$ cat src/rtl/hazard_forward_ctrl.sv
// Forwarding, load-use and MDU-scoreboard hazard controller for the 5-stage MIPS pipeline.
// Forwarding and stall decisions are combinational; the MDU scoreboard and stall counter are registered.
module hazard_forward_ctrl #(
    parameter int unsigned REG_AW  = 5,
    parameter int unsigned MDU_LAT = 4,
    parameter int unsigned CNT_W   = 32
) (
    input  logic              clk_i,
    input  logic              rst_i,
    input  logic [REG_AW-1:0] ifid_rs_i,
    input  logic [REG_AW-1:0] ifid_rt_i,
    input  logic              ifid_mdu_i,
    input  logic [REG_AW-1:0] idex_rs_i,
    input  logic [REG_AW-1:0] idex_rt_i,
    input  logic              idex_memread_i,
    input  logic              mdu_issue_i,
    input  logic [REG_AW-1:0] mdu_rd_i,
    input  logic [REG_AW-1:0] exmem_rd_i,
    input  logic              exmem_regw_i,
    input  logic [REG_AW-1:0] memwb_rd_i,
    input  logic              memwb_regw_i,
    output logic [1:0]        forward_a_o,
    output logic [1:0]        forward_b_o,
    output logic              pc_write_o,
    output logic              ifid_write_o,
    output logic              idex_flush_o,
    output logic              mdu_busy_o,
    output logic [CNT_W-1:0]  stall_cnt_o
);

    typedef enum logic {S_IDLE, S_BUSY} state_t;

    localparam logic [3:0] LAT_M1 = 4'(MDU_LAT - 1);

    state_t            r_state;
    logic [3:0]        r_cnt;
    logic [REG_AW-1:0] r_dst;
    logic [CNT_W-1:0]  r_stall_cnt;

    logic w_busy;
    logic w_ex_a, w_mem_a, w_ex_b, w_mem_b;
    logic w_lu, w_mdu_dep, w_mdu_struct, w_stall;

    assign w_busy = (r_state == S_BUSY);

    always_comb begin
        w_ex_a  = exmem_regw_i && (exmem_rd_i != '0) && (exmem_rd_i == idex_rs_i);
        w_mem_a = memwb_regw_i && (memwb_rd_i != '0) && (memwb_rd_i == idex_rs_i);
        w_ex_b  = exmem_regw_i && (exmem_rd_i != '0) && (exmem_rd_i == idex_rt_i);
        w_mem_b = memwb_regw_i && (memwb_rd_i != '0) && (memwb_rd_i == idex_rt_i);
        forward_a_o = w_ex_a ? 2'b10 : (w_mem_a ? 2'b01 : 2'b00);
        forward_b_o = w_ex_b ? 2'b10 : (w_mem_b ? 2'b01 : 2'b00);
    end

    always_comb begin
        w_lu = idex_memread_i && (idex_rt_i != '0) &&
               ((idex_rt_i == ifid_rs_i) || (idex_rt_i == ifid_rt_i));
        w_mdu_dep = w_busy && (r_dst != '0) &&
                    ((r_dst == ifid_rs_i) || (r_dst == ifid_rt_i));
        w_mdu_struct = w_busy && (r_cnt != '0) && ifid_mdu_i;
        w_stall = w_lu || w_mdu_dep || w_mdu_struct;
    end

    assign pc_write_o   = ~w_stall;
    assign ifid_write_o = ~w_stall;
    assign idex_flush_o = w_stall;
    assign mdu_busy_o   = w_busy;
    assign stall_cnt_o  = r_stall_cnt;

    // An issue while BUSY with cnt!=0 is dropped so the tracked op is not lost.
    always_ff @(posedge clk_i or negedge rst_i) begin
        if (!rst_i) begin
            r_state <= S_IDLE;
            r_cnt   <= '0;
            r_dst   <= '0;
        end else begin
            case (r_state)
                S_IDLE: begin
                    if (mdu_issue_i) begin
                        r_state <= S_BUSY;
                        r_cnt   <= LAT_M1;
                        r_dst   <= mdu_rd_i;
                    end
                end
                S_BUSY: begin
                    if (r_cnt == '0) begin
                        if (mdu_issue_i) begin
                            r_cnt <= LAT_M1;
                            r_dst <= mdu_rd_i;
                        end else begin
                            r_state <= S_IDLE;
                        end
                    end else begin
                        r_cnt <= r_cnt - 4'd1;
                    end
                end
                default: r_state <= S_IDLE;
            endcase
        end
    end

    always_ff @(posedge clk_i or negedge rst_i) begin
        if (!rst_i) begin
            r_stall_cnt <= '0;
        end else if (w_stall && (r_stall_cnt != '1)) begin
            r_stall_cnt <= r_stall_cnt + 1'b1;
        end
    end

endmodule

$ cat config.mk
export PLATFORM = sky130hd
export DESIGN_NAME = hazard_forward_ctrl
export DESIGN_NICKNAME = d
export VERILOG_FILES = /design/src/rtl/hazard_forward_ctrl.sv
export SDC_FILE = /design/constraint.sdc
export NUM_CORES = 1
export LEC_CHECK = 0
export CELL_PAD_IN_SITES_DETAIL_PLACEMENT = 1
export CELL_PAD_IN_SITES_GLOBAL_PLACEMENT = 2
export CORE_UTILIZATION = 28
export DETAILED_ROUTE_END_ITERATION = 8
export HOLD_SLACK_MARGIN = 0.15
export PLACE_DENSITY = 0.91
export SYNTH_ARGS = -nofsm -noshare
export SYNTH_HDL_FRONTEND = slang
export SYNTH_SLANG_ARGS = --single-unit
$ cat constraint.sdc
create_clock -name clk_i -period 3.2 [get_ports clk_i]
set_input_delay 0.48 -clock clk_i [delete_from_list [all_inputs] [get_ports clk_i]]
set_output_delay 0.48 -clock clk_i [all_outputs]
set_load 0.05 [all_outputs]
Word-level counts from Yosys, hierarchy flattened
Index checks and enable logic that the tools add are counted.
Operators by class
  eq/ne operators: 10
  bitwise operators: 2
  reduce and logical (&&, ||, !) cells: 23
  $mul: 0
  multiplexer cells: 13
  div/mod/pow operators: 0
  $lt $le $gt $ge: 0
  shift-type cells: 0
  add/sub/neg operators: 2
Operators with widths (number)
  equality test 5 bit: 8
  adder 32 x 1 -> 32 bit (second input constant): 1
  inequality test 32 bit (second input constant): 1
  nonzero test 5 bit: 4
  logical AND 1 bit: 13
  two-way mux 5 bit: 2
  one-hot mux 5 bit (2 select lines): 1
  two-way mux 4 bit: 2
  one-hot mux 4 bit (2 select lines): 1
  zero test 4 bit: 1
  logical OR 1 bit: 4
  two-way mux 1 bit: 4
  two-way mux 2 bit: 2
  nonzero test 4 bit: 1
  subtractor 4 x 1 -> 4 bit (second input constant): 1
  inequality test 2 x 1 -> 1 bit (second input constant): 1
  inverter 1 bit: 2
  one-hot mux 1 bit (2 select lines): 1
Word-level totals
  bits in writable memories: 0
  memories kept: 0
  register bits after elaboration: 42
  latch bits: 0
  ROM bits: 0
  bits of input ports: 42
  output and inout port bits: 40
  logic and storage cells: 54

Longest topological paths before layout
  word-level depth: 6
  gate-level depth with buffers: 10
  mapped depth without buffers: 8

Worst setup path after synthesis
OpenSTA, ideal clock, no wires.
  path type: input to output
  start point: in exmem_rd_i[1]
  end point: out forward_a_o[0]
  stages: 4
  slack: -0.117 ns
  path buffers: 0
  required time: 2.720 ns
  arrival time: 2.837 ns
  cells stage by stage: or4_1 -> o21ai_0 -> nor4_1 -> nor4_1
On the way
  word-level cells in the longest chain between the ends: 4
  elaborated cells between the ends (all ways): 5
  classes of those cells: eq/ne (1); mux (1); reduce/logical (3)
RTL lines
  from (decl): RTL line 18  | input logic [REG_AW-1:0] exmem_rd_i,
  nonzero test 5 bit: RTL line 47  | w_ex_a = exmem_regw_i && (exmem_rd_i != '0) && (exmem_rd_i == idex_rs_i);
  logical AND 1 bit: RTL line 47
  logical AND 1 bit *: RTL line 47
  via w_ex_a: RTL line 41  | logic w_ex_a, w_mem_a, w_ex_b, w_mem_b;
  two-way mux 2 bit *: RTL line 51  | forward_a_o = w_ex_a ? 2'b10 : (w_mem_a ? 2'b01 : 2'b00);
  to (decl): RTL line 22  | output logic [1:0] forward_a_o,
The timed path passes the listed nets; every way through them passes the cells marked *.

Worst setup path in the final report
  start point: in exmem_rd_i[1]
  end point: out forward_b_o[0]
On the way
  word-level cells in the longest chain between the ends: 4
  elaborated cells between the ends (all ways): 5
  classes of those cells: eq/ne (1); mux (1); reduce/logical (3)
RTL lines
  nonzero test 5 bit: RTL line 49  | w_ex_b = exmem_regw_i && (exmem_rd_i != '0) && (exmem_rd_i == idex_rt_i);
  logical AND 1 bit: RTL line 49
  logical AND 1 bit *: RTL line 49
  two-way mux 2 bit *: RTL line 52  | forward_b_o = w_ex_b ? 2'b10 : (w_mem_b ? 2'b01 : 2'b00);
  to (decl): RTL line 23  | output logic [1:0] forward_b_o,
Mark *: on every way between the ends. The rest lies on a longest branch, timed or not.

==> flow_summary_export.csv <==
group,metric,value,unit
run_status,outcome,"completed",
route,ant_nets,0,
die,core,9200,sq um
yosys,yosysSeqAreaShare,39.7,%
critical_path,r2r-start,"stall_cnt_o[0]",
critical_path,max_stage_delay,0.54,ns
placement,port-buffer-count,81,
critical_path,end_kind,"output pin",
sta,fin_crit_sh,94.0,%
critical_path,rrSetupSlack,0.70,ns
final_layout,final_common_cell,"clkdlybuf4s50_1",
placement,dpl.hpwl,5660,um
route,finalWirelength,7430,um
route,drtIter0Drc,65,
sta,drv_slew,0,
critical_path,crit_end,"forward_b_o[0]",
clocking,cts.root.buffer_cell,"clkbuf_8",
placement,pre_cts_ws,0.173,ns
die,initial_core_util,28.8,%
clocking,ctsResizeCount,0,
yosys,netlist_top_cells_area,"dfrtp_1 40%, xnor2_1 13%, xor2_1 9.3%",
critical_path,timing.rr.end,"stall_cnt_o[1]",
grt,grt-ovfl-total,0,
sta,rsz0062_at_grt,"false",
pwr,power,2100,uW
pwr,powerDensity,570,nW/um^2
yosys,synth-compound-area-share,4.54,%
route,dr.pass1.iters,3,
clocking,cts_inserted_buffers,5,
critical_path,crit_chain,"clkdlybuf4s50_1 > or4_1 > o21ai_0 > nor4_1 > nor4_2 > buf_12",
flow_run,cap_violations,0,
sta,hold_viol_final,0,
placement,place_area,3600,sq um
route,vias,2303,
yosys,synth_top_family_by_area,"simple AND/OR/NAND/NOR gates",
clocking,cts_tree,"done",
grt,grt_pass1_wl,12300,um
worst_hold_path,hp-class,"in2async",
critical_path,startpoint,"exmem_rd_i[1]",
final_layout,diodes,0,
sta,hold_ws,0.327,ns
final_layout,drive_above_1_share,12.6,%
placement,globalplace.congestion,0.816,
clocking,clk_pin_slew,0.08,ns
sta,slew_headroom,36.8,%
yosys,yosys.area.top_type,"dfrtp_1",
route,viasPerCell,5.01,
sta,skew,0.00448,ns
yosys,synthCells,268,
pwr,max-vdd-ir-drop,0.412,mV
route,drc,0,
die,die-area,9840,sq um
sta,setup_viol,0,
clocking,cts_sinks,42,
die,die_x,99.2,um
final_layout,fill_cells,1063,
yosys,yosys.cell_types.count,41,
final_layout,final_cell_mix,"73 x clkdlybuf4s50_1, 42 x dfrtp_1, 39 x xnor2_1",
grt,grt_start_max_net_pins,43,
sta,tightest_slew,0.948,ns
clocking,clkLatencyLatePin,0.30,ns
sta,fin_ws,0.192,ns
grt,grt.total_usage,15.6,%
clocking,clk_path_buf_depth,2,
yosys,yosys.area.top_type_share,39.7,%
grt,antenna_found_initial,0,
clocking,post_cts_buffers,0,
yosys,synth-simple-area-share,24.2,%
critical_path,cp_data_arrival_time,2.53,ns
critical_path,r2r_cells,7,
critical_path,worstPathMaxFanout,3,
yosys,yosysWarnings,0,
sta,post-route-min-period,3.01,ns
final_layout,final_nets,392,
critical_path,critPathKind,"in2out",
critical_path,cp_slowest_cell,"or4_1",
sta,fmax,332,MHz
pwr,p_leak,0.00146,uW
yosys,ys_ff_latch,42,
final_layout,area_delta_synth_final,39.4,%
sta,tns,0,ns
yosys,synth_nets,312,
clocking,cts-hold-fix-buffers,0,
die,io_pins,82,
die,die_h,99.2,um
clocking,htree_levels,2,
die,rows,35,
final_layout,stdcell_area,3690,sq um
yosys,synth_fa_ha_area_share,0.946,%
yosys,syn-cell-area,2650,sq um
critical_path,cp.required,2.72,ns
route,routedWlPerCell,16.1,um
yosys,synthMuxAreaShare,3.74,%
grt,grt_pass1_vias,2436,
critical_path,cp-start-kind,"primary input",
yosys,yosys.area_share.xor_xnor,22.2,%
yosys,avgSynthCellArea,9.87,sq um
-- final cells by class --
type	instances	area, sq um	area share, %
clock buffers	7	86.3	2.34
inverters	7	26.3	0.713
multi-input cells	205	1480	40.2
flip-flops and latches	42	1050	28.5
well taps	111	139	3.77
repair buffers	87	896	24.3
clock inverters	1	5.00	0.136
-- where the power goes --
group          total (uW)  switching (uW)  internal, uW
Sequential            767             129           638
Combinational         974             555           419
Clock                 361             187           174
Total                2100             870          1230
-- worst min path at each step --
stage,endpoint,cells after the start
floorplan,mdu_busy_o,0
global placement,stall_cnt_o[19],1
detailed placement,stall_cnt_o[11],1
CTS,stall_cnt_o[23],1
global route,stall_cnt_o[26],1
finish,stall_cnt_o[2],1
-- logic make-up after synthesis --
family                     count (synthesis)
buffers and inverters                     21
muxes                                      9
xor gates and xnor gates                  67
AOI/OAI and AO/OA                         19
DFF                                       42
adders and majority gates                  2
and+or+nand+nor                          108
-- stage by stage --
| stage | utilization [%] | instances |
|---|---|---|
| final | 40.1 | 460 |
| after global routing | 40.1 | 460 |
| after CTS | 40.1 | 460 |
| after detailed placement | 39.1 | 452 |
| after global placement | 39.1 | 452 |
| after floorplan | - | 268 |
-- state kept, by name, summed over array words and instances (netlist names) --
register     count
mdu_busy_o       1
r_cnt            4
r_dst            5
stall_cnt_o     32
-- cells in the mapped netlist, drive strengths merged --
cell and count:
nand4 5, or4 8, ha 2, o31a 1, mux2i 2, and3 13
nor3b 1, nand2 15, a21oi 6, nor4 7, a211oi 1, a21boi 1
nor3 15, o21ai 8, or3 2, a31oi 2, clkbuf 3, nor2 4
and4 2, mux2 7, dfrtp 42, inv 7, nand3 30, xor2 28
buf 11, xnor2 39, or2 4, nand2b 2
-- worst max-delay path: cells and delay by family --
kind / cells / cell delay [ns]
AND/OR/NAND/NOR: 3 / 1.11
AO/OA/AOI/OAI: 1 / 0.27
buffers and inverters: 2 / 0.65
-- metal layers --
| layer | vias to the layer above | track usage (%) | part of all wire (%) |
|---|---|---|---|
| met1 | 1131 | 19.8 | 45 |
| met4 | 0 | 4.41 | 1.1 |
| li1 | 1091 | - | - |
| met2 | 71 | 26.9 | 48 |
| met3 | 10 | 3.09 | 5.7 |
| met5 | - | 0 | 0 |
(Power assumes the default switching activity.)
